`config.mk`:
```
export PLATFORM = sky130hd
export DESIGN_NAME = button_event_fsm_flat
export DESIGN_NICKNAME = d
export VERILOG_FILES = /design/src/rtl/button_event_fsm_if.sv /design/src/rtl/button_event_fsm.sv /design/src/flat_wrapper.sv
export SDC_FILE = /design/constraint.sdc
export NUM_CORES = 1
export LEC_CHECK = 0
export ABC_AREA = 1
export CAP_MARGIN = 20
export CELL_PAD_IN_SITES_DETAIL_PLACEMENT = 0
export CELL_PAD_IN_SITES_GLOBAL_PLACEMENT = 1
export CORE_MARGIN = 4
export CORE_UTILIZATION = 42
export CTS_BUF_LIST = sky130_fd_sc_hd__clkbuf_2
export CTS_CLUSTER_DIAMETER = 120
export DETAILED_ROUTE_END_ITERATION = 10
export PLACE_DENSITY = 0.87
export SLEW_MARGIN = 10
export SYNTH_ARGS = -nofsm -noshare
export SYNTH_HDL_FRONTEND = slang
export SYNTH_SLANG_ARGS = --single-unit
```
`constraint.sdc`:
```
create_clock -name clk -period 1.6 [get_ports clk]
set_input_delay 0.24 -clock clk [delete_from_list [all_inputs] [get_ports clk]]
set_output_delay 0.24 -clock clk [all_outputs]
set_load 0.02 [all_outputs]
```
`src/rtl/button_event_fsm_if.sv`:
```
// Button event bus: the debounced level in, the event pulses and held status out.
// slave  = the event FSM (consumes btn_in, drives events)
// master = the downstream consumer / stimulus side
interface button_event_fsm_if;
  logic btn_in;
  logic press_pulse;
  logic release_pulse;
  logic long_pulse;
  logic repeat_pulse;
  logic held;
  logic long_held;

  modport slave (
    input  btn_in,
    output press_pulse, release_pulse, long_pulse, repeat_pulse, held, long_held
  );

  modport master (
    output btn_in,
    input  press_pulse, release_pulse, long_pulse, repeat_pulse, held, long_held
  );
endinterface

```
`src/rtl/button_event_fsm.sv`:
```
// button_event_fsm: turns a debounced, clk-synchronous button level into
// single-cycle press / release / long-press / auto-repeat events plus
// held-level status. All outputs are registered at the edge that samples btn_in.
// Optional feature macro: BTN_AUTO_REPEAT_EN (auto-repeat pulses while in HOLD).
module button_event_fsm #(
  parameter int unsigned HOLD_CYCLES   = 50_000_000,
  parameter int unsigned REPEAT_CYCLES = 10_000_000,
  parameter int unsigned CNT_W         = 26
) (
  input  logic               clk,
  input  logic               rst_n,
  button_event_fsm_if.slave  bus
);

  typedef enum logic [1:0] {
    IDLE  = 2'd0,
    PRESS = 2'd1,
    HOLD  = 2'd2
  } state_t;

  localparam int unsigned LP_MAX = (HOLD_CYCLES > REPEAT_CYCLES) ? HOLD_CYCLES : REPEAT_CYCLES;
  localparam logic [CNT_W-1:0] LP_HOLD  = CNT_W'(HOLD_CYCLES);
  // Saturation guard: the counter is always reloaded before this, it just
  // guarantees no wrap even if the terminal compare were ever missed.
  localparam logic [CNT_W-1:0] LP_SAT   = CNT_W'(LP_MAX);
  localparam logic [CNT_W-1:0] LP_ONE   = CNT_W'(1);
`ifdef BTN_AUTO_REPEAT_EN
  localparam logic [CNT_W-1:0] LP_REPEAT = CNT_W'(REPEAT_CYCLES);
`endif

  state_t           r_state;
  logic [CNT_W-1:0] r_cnt;
  logic             r_press;
  logic             r_release;
  logic             r_long;
  logic             r_held;
  logic             r_long_held;
`ifdef BTN_AUTO_REPEAT_EN
  logic             r_repeat;
`endif

  // Event FSM: state, counter and all registered outputs in one block.
  always_ff @(posedge clk or negedge rst_n) begin
    if (!rst_n) begin
      r_state     <= IDLE;
      r_cnt       <= '0;
      r_press     <= 1'b0;
      r_release   <= 1'b0;
      r_long      <= 1'b0;
      r_held      <= 1'b0;
      r_long_held <= 1'b0;
`ifdef BTN_AUTO_REPEAT_EN
      r_repeat    <= 1'b0;
`endif
    end else begin
      // Pulses default low; each branch raises at most one of them.
      r_press   <= 1'b0;
      r_release <= 1'b0;
      r_long    <= 1'b0;
`ifdef BTN_AUTO_REPEAT_EN
      r_repeat  <= 1'b0;
`endif
      case (r_state)
        IDLE: begin
          if (bus.btn_in) begin
            r_press <= 1'b1;
            r_held  <= 1'b1;
            r_cnt   <= LP_ONE;
            r_state <= PRESS;
          end
        end
        PRESS: begin
          if (!bus.btn_in) begin
            r_release <= 1'b1;
            r_held    <= 1'b0;
            r_cnt     <= '0;
            r_state   <= IDLE;
          end else if (r_cnt == LP_HOLD) begin
            r_long      <= 1'b1;
            r_long_held <= 1'b1;
            r_cnt       <= LP_ONE;
            r_state     <= HOLD;
          end else if (r_cnt != LP_SAT) begin
            r_cnt <= r_cnt + LP_ONE;
          end
        end
        HOLD: begin
          // Release always wins over a coincident repeat.
          if (!bus.btn_in) begin
            r_release   <= 1'b1;
            r_held      <= 1'b0;
            r_long_held <= 1'b0;
            r_cnt       <= '0;
            r_state     <= IDLE;
          end
`ifdef BTN_AUTO_REPEAT_EN
          else if (r_cnt == LP_REPEAT) begin
            r_repeat <= 1'b1;
            r_cnt    <= LP_ONE;
          end else if (r_cnt != LP_SAT) begin
            r_cnt <= r_cnt + LP_ONE;
          end
`endif
        end
        default: begin
          r_state     <= IDLE;
          r_cnt       <= '0;
          r_held      <= 1'b0;
          r_long_held <= 1'b0;
        end
      endcase
    end
  end

  assign bus.press_pulse   = r_press;
  assign bus.release_pulse = r_release;
  assign bus.long_pulse    = r_long;
  assign bus.held          = r_held;
  assign bus.long_held     = r_long_held;
`ifdef BTN_AUTO_REPEAT_EN
  assign bus.repeat_pulse  = r_repeat;
`else
  assign bus.repeat_pulse  = 1'b0;
`endif

endmodule

```
`src/flat_wrapper.sv`:
```
// flat-port wrapper written by rule: the top's interface ports become plain ports
module button_event_fsm_flat 
#(
  parameter int unsigned HOLD_CYCLES   = 50_000_000,
  parameter int unsigned REPEAT_CYCLES = 10_000_000,
  parameter int unsigned CNT_W         = 26
)
  (clk, rst_n, bus_btn_in, bus_press_pulse, bus_release_pulse, bus_long_pulse, bus_repeat_pulse, bus_held, bus_long_held);
  button_event_fsm_if bus_i ();
  input  logic clk;
  input  logic rst_n;
  input wire logic [$bits(bus_i.btn_in)-1:0] bus_btn_in;
  output wire logic [$bits(bus_i.press_pulse)-1:0] bus_press_pulse;
  output wire logic [$bits(bus_i.release_pulse)-1:0] bus_release_pulse;
  output wire logic [$bits(bus_i.long_pulse)-1:0] bus_long_pulse;
  output wire logic [$bits(bus_i.repeat_pulse)-1:0] bus_repeat_pulse;
  output wire logic [$bits(bus_i.held)-1:0] bus_held;
  output wire logic [$bits(bus_i.long_held)-1:0] bus_long_held;
  assign bus_i.btn_in = bus_btn_in;
  assign bus_press_pulse = bus_i.press_pulse;
  assign bus_release_pulse = bus_i.release_pulse;
  assign bus_long_pulse = bus_i.long_pulse;
  assign bus_repeat_pulse = bus_i.repeat_pulse;
  assign bus_held = bus_i.held;
  assign bus_long_held = bus_i.long_held;
  button_event_fsm #(.HOLD_CYCLES(HOLD_CYCLES), .REPEAT_CYCLES(REPEAT_CYCLES), .CNT_W(CNT_W)) u_core (.clk(clk), .rst_n(rst_n), .bus(bus_i));
endmodule
```
==> results of run 1 <==
## placed cells by master (no fill, tap or decap), drive strengths merged, types with 3 or more instances in the layout
cell	Yosys	routed
a21oi	7	7
buf	8	53
clkbuf	0	6
clkinv	2	3
dfrtp	33	33
dlygate4sd2	0	4
ha	5	5
inv	39	39
nand2	87	87
nand3	28	28
nand3b	4	4
nand4	15	15
nor2	63	64
nor3	8	8
o21ai	12	12
xor2	7	7
## worst register-to-register path, delay by kind of cell (launching register included)
kind                       cells  cell delay, ns
DFF                            1            0.42
AOI/OAI and AO/OA              1            0.20
adders and majority gates      1            0.14
buffers and inverters          5            0.56
and+or+nand+nor                3            0.17
## repair_timing
| item | in CTS | in global routing |
|---|---|---|
| endpoints found under the hold margin | 15 | 0 |
| cloned | 0 | 1 |
| setup endpoints to repair | 15 | 27 |
| resized for setup | 17 | 30 |
| pin swaps | 3 | 14 |
| hold buffers | 1 | 0 |
| setup buffers | 3 | 7 |
## metal layers
metal,wire (µm),GRT usage (%),share of wire [%]
met3,268,4.61,4.3
met5,0,0,0
met4,176,6.31,2.8
met1,2880,28.0,47
met2,2860,32.8,46
## cell type report
cell class / count / area, µm² / area share, %
Clock buffer: 6 / 30.0 / 0.993
Clock inverter: 1 / 3.75 / 0.124
Sequential cell: 33 / 828 / 27.4
Timing Repair Buffer: 60 / 508 / 16.8
Inverter: 41 / 164 / 5.42
Multi-Input combinational cell: 242 / 1400 / 46.4
Tap cell: 70 / 87.6 / 2.89
## cells by family (layout without fill, tap and decap cells)
kind of cell               Yosys count  in the layout  share of synthesized area (%)
buffers and inverters               49            108                           9.21
other                                1              1                          0.163
xor gates and xnor gates             8              8                           3.05
DFF                                 33             33                           35.9
adders and majority gates            5              5                           2.72
AOI/OAI and AO/OA                   21             21                           5.99
and+or+nand+nor                    206            207                           42.9
## flip-flops by register name, summed over array words and instances (netlist names)
name	flops
u_core.bus.long_held	1
u_core.r_cnt	26
u_core.bus.held	1
u_core.bus.press_pulse	1
u_core.bus.release_pulse	1
u_core.bus.long_pulse	1
u_core.r_state	2
## where the power goes
part	internal, µW	switching, µW
sequential	917	48.7
clock	102	291
combinational	819	954
total	1840	1290
## worst paths after layout
kind / from / to / slack, ns / cells past startpoint
setup / recovery: u_core.r_state[0] / u_core.r_cnt[7] / 0.03 / 10
setup reg to reg: u_core.r_state[0] / u_core.r_cnt[7] / 0.03 / 10
max in group asynchronous: rst_n / u_core.r_cnt[13] / 0.89 / 3
hold reg to reg: u_core.bus.long_held / u_core.bus.long_held / 0.52 / 2
hold / removal: rst_n / u_core.r_cnt[3] / 0.27 / 2
min in group clk: u_core.bus.long_held / u_core.bus.long_held / 0.52 / 2
## per-stage QoR
step                      setup TNS (ns)  instance area (µm²)  util, %  setup slack (ns)  power, µW
after CTS                        -0.0167                 2860     55.0          -0.00927       2940
final                                  0                 3030     58.1            0.0282       3130
after floorplan                        0                 2300        -            0.0353       1740
after detailed placement           -2.18                 2750     52.9            -0.157       2420
after global routing              -0.911                 3030     58.1           -0.0749       3380
after global placement             -1.68                 2750     52.9            -0.143       2400
==> out/metrics.cfg, run 1 <==
[placement]
io_buffers=7
gp_congestion=0.931
dp.cells=434
hpwl_mm=4.63

[timing]
slew_viol_final=0
setup_viol=0
fin_hold_ws_ns=0.274
layout_min_cycle_time_ns=1.57
skew_ns=0.0172
max_freq_mhz=636
rsz0062_at_grt=yes
final-hold-violation-count=0
finalCritPeriodShare_pct=98.2

[clock_network]
clk_pin_slew_worst_paths_ns=0.17
clock_sinks=33
cts_made_buffers=5
insertion_delay_ns=0.39
cts-root-buf=clkbuf_2
cts_tree=yes
clk_path_buf_depth=2
htree_levels=2

[grt]
grt-ovfl-total=0
first_global_vias=2199
grt_max_degree=19
grt_usage_pct=20.7
grt_pass1_wl_mm=10.4
antenna_found_initial=0

[logic_synthesis]
avgSynthCellArea_um2=7.11
synth-async-reset-ratio_pct=100
synth_edf_count=0
yosys-top-cells-count=nand2_1, nor2_1, inv_1
ys_types=31
yosys.area.top_type=dfrtp_1
ys.flop_type=dfrtp_1
synth.most_common_cell=nand2_1
synth-seq-cells=33
synthCells=323
synth_nets=331
yosysSeqAreaShare_pct=35.9
synth.top_cells.by_area=dfrtp_1, nand2_1, nor2_1
yosysTopAreaCellShare_pct=35.9
netlist_area_mm2=0.00230
yosysWarningCount=0

[floorplanning]
initial_utilization_pct=44.1
die_w_um=82.0
dieArea_mm2=0.00672
fp.coreArea_mm2=0.00520
io_pins=9
rows=26
die_h_um=82.0

[worst_setup_path]
crit_family=buffers and inverters
worstSetupPathType=reg -> reg
worstPathRequired_ns=1.91
cp_num_buf_inv=5
cp_max_fo=6
crit_path_end_kind=register
critPathSlowestCell=dfrtp_1
cp-start-kind=register
worstPathArrival_ns=1.88
cp_slowest_stage_delay_ns=0.42
path_cells=inv_2 -> ha_4 -> inv_2 -> o21ai_4 -> buf_12 -> nor2_4 -> buf_4 -> buf_4 -> nor2_2 -> nor3_2

[detailed_routing]
drc=0
via_per_inst=5.05
drtAntennaViolNets=0
wl_per_cell_um=13.6
drtPass1Iterations=4
route.vias.total=2286
wirelength_mm=6.18
first_iter_violations=222

[pwr]
ir_worst_vdd_mv=1.01
power_leakage_uw=0.00145
p_per_area_mw_per_mm2=1040

[min_path]
hold_class=in -> async

[cells_and_area]
nets=391
fin_cells=453
area_growth_pct=31.7
antennaDiodeCount=0
drive_above_1_share_pct=31.6
fillers=476

[job]
cap_violations=0

[run_status]
status=finished clean

Note: power is estimated with default switching activity, not from simulation.
==> run 2: changes to the inputs <==
CORE_MARGIN = default   (was 4)
==> run 2 against run 1 <==
Net effect: the flow now finishes with violations (setup timing); sequential power barely moved; fmax down 4.1%; global-route usage grew 2.3 points; total power rose by 6.4%.
==> out/metrics.cfg, run 2 (synthesis results as in run 1) <==
[timing]
fin_hold_ws_ns=0.274
tns_ns=-0.267
layout_min_cycle_time_ns=1.64
setup_viol=12
finalCritPeriodShare_pct=102
skew_ns=0.0454
final-hold-violation-count=0
worst_slack_ns=-0.0386
max_freq_mhz=610
rsz0062_at_grt=yes
slew_viol_final=0

[placement]
dp.cells=436
gp_congestion=0.932
pre_cts_ws_ns=-0.161
hpwl_mm=4.61
io_buffers=7

[floorplanning]
dieArea_mm2=0.00577
io_pins=9
fp.coreArea_mm2=0.00517
die_h_um=76.0
initial_utilization_pct=44.4
rows=26
die_w_um=76.0

[worst_setup_path]
crit_path_end_kind=register
cp-start-kind=register
crit_family=simple AND/OR/NAND/NOR gates
cp_max_fo=8
cp_slowest_stage_delay_ns=0.43
cp_num_buf_inv=2
reg2reg_slack_ns=-0.04
worstPathArrival_ns=1.92
path_cells=inv_2 -> ha_4 -> nand2_2 -> nor2_2 -> nand2_1 -> nor2_2 -> nand2_2 -> nand2_4 -> nand2_8 -> clkinv_8 -> nor3_2
worstSetupPathType=reg -> reg
worstPathRequired_ns=1.88
critPathSlowestCell=dfrtp_1
r2r_start=u_core.r_cnt[1]
cp-startpoint=u_core.r_cnt[1]

[clock_network]
clk_pin_slew_worst_paths_ns=0.22
htree_levels=2
insertion_delay_ns=0.42
cts_made_buffers=5
cts_tree=yes
cts-root-buf=clkbuf_2
clk_path_buf_depth=2
clock_sinks=33

[job]
cap_violations=0

[detailed_routing]
wirelength_mm=6.20
first_iter_violations=135
drtPass1Iterations=4
route.vias.total=2272
drtAntennaViolNets=0
drc=0
wl_per_cell_um=13.8
via_per_inst=5.05

[grt]
grt_pass1_wl_mm=10.3
grt_usage_pct=23.0
grt_max_degree=34
first_global_vias=2112
antenna_found_initial=0
grt-ovfl-total=0

[run_status]
violations=setup timing
status=complete, but fails checks

[cells_and_area]
reg_top3=u_core.r_cnt (26), u_core.r_state (2)
drive_above_1_share_pct=32.6
area_growth_pct=34.0
regMostFlops=u_core.r_cnt
antennaDiodeCount=0
fin_cells=450
nets=388
largest_reg_flops=26
final_cell_mix=nand2_1, buf_4, nor2_1, dfrtp_1, inv_1
mostFrequentLayoutCell=nand2_1

[min_path]
hold_class=in -> async

[pwr]
p_per_area_mw_per_mm2=1080
power_leakage_uw=0.00145
ir_worst_vdd_mv=1.25

==> run 2: cell types whose count changed in the layout (fill, tap and decap cells not counted), moves of 2 or more <==
cell | before | now
clkinv_8 | 0 | 2
buf_4 | 47 | 44
a21oi_1 | 7 | 5
ha_2 | 3 | 0
nand3_2 | 2 | 6
nor2_1 | 45 | 42
dfrtp_2 | 2 | 0
ha_1 | 0 | 2
nand3_1 | 25 | 21
nor2_2 | 11 | 13
dfrtp_1 | 31 | 33
a21oi_2 | 0 | 2
inv_4 | 2 | 0
==> run 2: layout make-up <==
class / instances / area, µm²
fillers: 484 / 2090
multi-input cells: 242 / 1450
flip-flops and latches: 33 / 826
repair buffers: 57 / 473
inverters: 41 / 179
well taps: 70 / 87.6
clock inverters: 2 / 35.0
clock buffers: 5 / 25.0
==> run 2: per-stage QoR <==
step	utilization [%]	total power [µW]	instance area [µm²]
after floorplan	-	1740	2300
after global placement	53.0	2320	2740
after detailed placement	53.0	2350	2740
after CTS	56.3	3140	2910
after global routing	59.5	3520	3080
final	59.5	3330	3080
==> run 2: final timing paths <==
path / to / depth (start not counted)
max in group asynchronous: u_core.r_cnt[3] / 3
min in group clk: u_core.bus.long_held / 2
min: u_core.bus.long_pulse / 3
max: u_core.r_cnt[7] / 11
min reg2reg: u_core.bus.long_held / 2
max reg2reg: u_core.r_cnt[7] / 11
==> run 2: repair_timing <==
item                       CTS  global route
setup endpoints to repair   30            27
gates resized for setup     23            36
gates cloned                 1             0
pin swaps                    5            20
setup buffers                4             3
hold buffers                 1             0
hold endpoints to repair    33             0
==> run 2: power by group <==
part	switching [µW]	internal [µW]	leakage (µW)
Clock	311	254	0.0000388
Combinational	1020	779	0.000956
Sequential	53.1	916	0.000452
Total	1380	1950	0.00145
==> run 2: per-layer routing <==
| layer | share of wire [%] | track usage (%) | wire, µm |
|---|---|---|---|
| met5 | 0 | 0 | 0 |
| met4 | 0.84 | 6.73 | 52 |
| met3 | 4.9 | 3.73 | 305 |
| met2 | 47 | 36.7 | 2910 |
| met1 | 47 | 32.0 | 2930 |
==> run 2: worst register-to-register path, stage by stage (launching register included) <==
cell and delay [ns]:
dfrtp_1 0.43, inv_2 0.08, ha_4 0.14, nand2_2 0.05
nor2_2 0.12, nand2_1 0.07, nor2_2 0.15, nand2_2 0.10
nand2_4 0.14, nand2_8 0.11, clkinv_8 0.09, nor3_2 0.04
==> run 3: changes to the inputs <==
TNS_END_PERCENT = 20   (was default)
==> run 3 against run 2 <==
Net effect: critical path depth down 2; die area unchanged; core utilization down 1.5 points; sequential share of layout area up 0.69 points; critical endpoint unchanged; routed wire length down 0.94%; setup slack better by 0.014 ns; the flow still finishes with violations (setup timing); largest cell class unchanged; total power down 3.1%; combinational power down 5%; clock skew down 0.0085 ns; final cell count up 0.22%; critical path type unchanged.
==> out/metrics.cfg, run 3 (synthesis results as in run 1) <==
[run_status]
status=complete, but fails checks
violations=setup timing

[placement]
hpwl_mm=4.61
dp.cells=436
gp_congestion=0.932
io_buffers=7

[clock_network]
cts_made_buffers=5
cts_tree=yes
clk_pin_slew_worst_paths_ns=0.21
cts-root-buf=clkbuf_2
clk_path_buf_depth=2
insertion_delay_ns=0.40
clock_sinks=33
htree_levels=2

[min_path]
hold_class=in -> async

[detailed_routing]
first_iter_violations=128
drtPass1Iterations=4
wl_per_cell_um=13.6
wirelength_mm=6.14
drtAntennaViolNets=0
route.vias.total=2251
drc=0
via_per_inst=4.99

[cells_and_area]
multi_input_area_mm2=0.00137
fillers=497
largest_reg_flops=26
area_growth_pct=30.7
regMostFlops=u_core.r_cnt
reg_top3=u_core.r_cnt (26), u_core.r_state (2)
fin_cells=451
final_cell_mix=nand2_1, nor2_1, buf_4, dfrtp_1, inv_1
register_area_um2=826
drive_above_1_share_pct=29.7
mostFrequentLayoutCell=nand2_1
antennaDiodeCount=0
nets=389

[timing]
max_freq_mhz=615
final-hold-violation-count=0
worst_slack_ns=-0.0249
layout_min_cycle_time_ns=1.62
finalCritPeriodShare_pct=102
setup_viol=3
slew_viol_final=0
skew_ns=0.0368
tns_ns=-0.0405
rsz0062_at_grt=yes

[worst_setup_path]
cp-start-kind=register
cp_slowest_stage_delay_ns=0.41
crit_path_end_kind=register
worstPathArrival_ns=1.90
cp_max_fo=8
worstPathRequired_ns=1.87
path_cells=inv_2 -> ha_1 -> nand2_2 -> o21ai_4 -> buf_12 -> inv_8 -> nand3_1 -> nor3_2 -> nor3_4
critPathSlowestCell=dfrtp_1
worstSetupPathType=reg -> reg

[floorplanning]
die_h_um=76.0
die_w_um=76.0
rows=26
io_pins=9
initial_utilization_pct=44.4
fp.coreArea_mm2=0.00517
dieArea_mm2=0.00577

[job]
cap_violations=0

[pwr]
p_seq_share_pct=29.9
power_leakage_uw=0.00145
clock_power_share_pct=17.3
p_int_uw=1920
ir_worst_vdd_mv=1.20
p_per_area_mw_per_mm2=1080
combPwrFrac_pct=52.8
power.switching_uw=1310
netSwitchingFraction_pct=40.7

[grt]
first_global_vias=2113
antenna_found_initial=0
grt_max_degree=34
grt-ovfl-total=0
grt_usage_pct=22.9
grt_pass1_wl_mm=10.3

[run 3: cell count changes in the layout (fill, tap and decap cells not counted), sizes merged]
cell    change
buf         +1
clkinv      -1
inv         +1
[run 3: stage by stage]
step           hold slack [ns]  total power [µW]  worst slack [ns]  util (%)  area, µm²
2_1_floorplan          -0.0556              1740            0.0353         -       2300
3_3_place_gp             0.216              2320            -0.147      53.0       2740
3_5_place_dp             0.215              2350            -0.161      53.0       2740
4_1_cts                  0.305              3140           -0.0197      56.2       2910
5_1_grt                  0.313              3410            -0.122      58.0       3000
6_report                 0.297              3230           -0.0249      58.0       3000
[run 3: layout make-up]
type                    instances  area share, %
flip-flops and latches         33           27.5
clock inverters                 2           1.17
repair buffers                 58           16.0
inverters                      41           5.79
multi-input cells             242           45.8
clock buffers                   5          0.834
well taps                      70           2.92
[run 3: metal layers]
| metal | routed length, µm | share of wire [%] | vias to the layer above | GRT usage (%) |
|---|---|---|---|---|
| met3 | 247 | 4.0 | 5 | 3.73 |
| met5 | 0 | 0 | - | 0 |
| met2 | 2880 | 47 | 41 | 36.1 |
| met1 | 2980 | 49 | 1063 | 32.3 |
| met4 | 40 | 0.65 | 0 | 6.73 |
| li1 | - | - | 1142 | - |
[run 3: worst paths after layout]
check	startpoint	end	slack [ns]	cells past startpoint
setup / recovery	u_core.r_state[0]	u_core.r_cnt[7]	-0.02	9
hold / removal	rst_n	u_core.bus.long_pulse	0.30	3
setup reg to reg	u_core.r_state[0]	u_core.r_cnt[7]	-0.02	9
hold reg to reg	u_core.r_cnt[25]	u_core.r_cnt[25]	0.53	2
max in group asynchronous	rst_n	u_core.r_cnt[7]	1.09	3
min in group clk	u_core.r_cnt[25]	u_core.r_cnt[25]	0.53	2
[run 3: repair_timing]
item,CTS,global route
pin swaps,4,12
gates cloned,1,0
setup endpoints to repair,30,27
setup buffers,4,2
hold buffers,1,0
gates resized for setup,20,22
endpoints found under the hold margin,33,0
[run 3: worst max-delay path, delay by kind of cell (launching register included)]
kind	cells	cell delay [ns]
compound gates	1	0.07
buf+inv	3	0.30
fa+ha+maj	1	0.21
simple gates	4	0.52
flops	1	0.41
[run 3: power groups by stage]
stage	logic [µW]	registers [µW]	clock network [µW]
2_1_floorplan	727	1010	0
3_3_place_gp	1340	976	0
3_5_place_dp	1370	974	0
4_1_cts	1610	962	563
5_1_grt	1840	978	598
6_report	1710	966	557
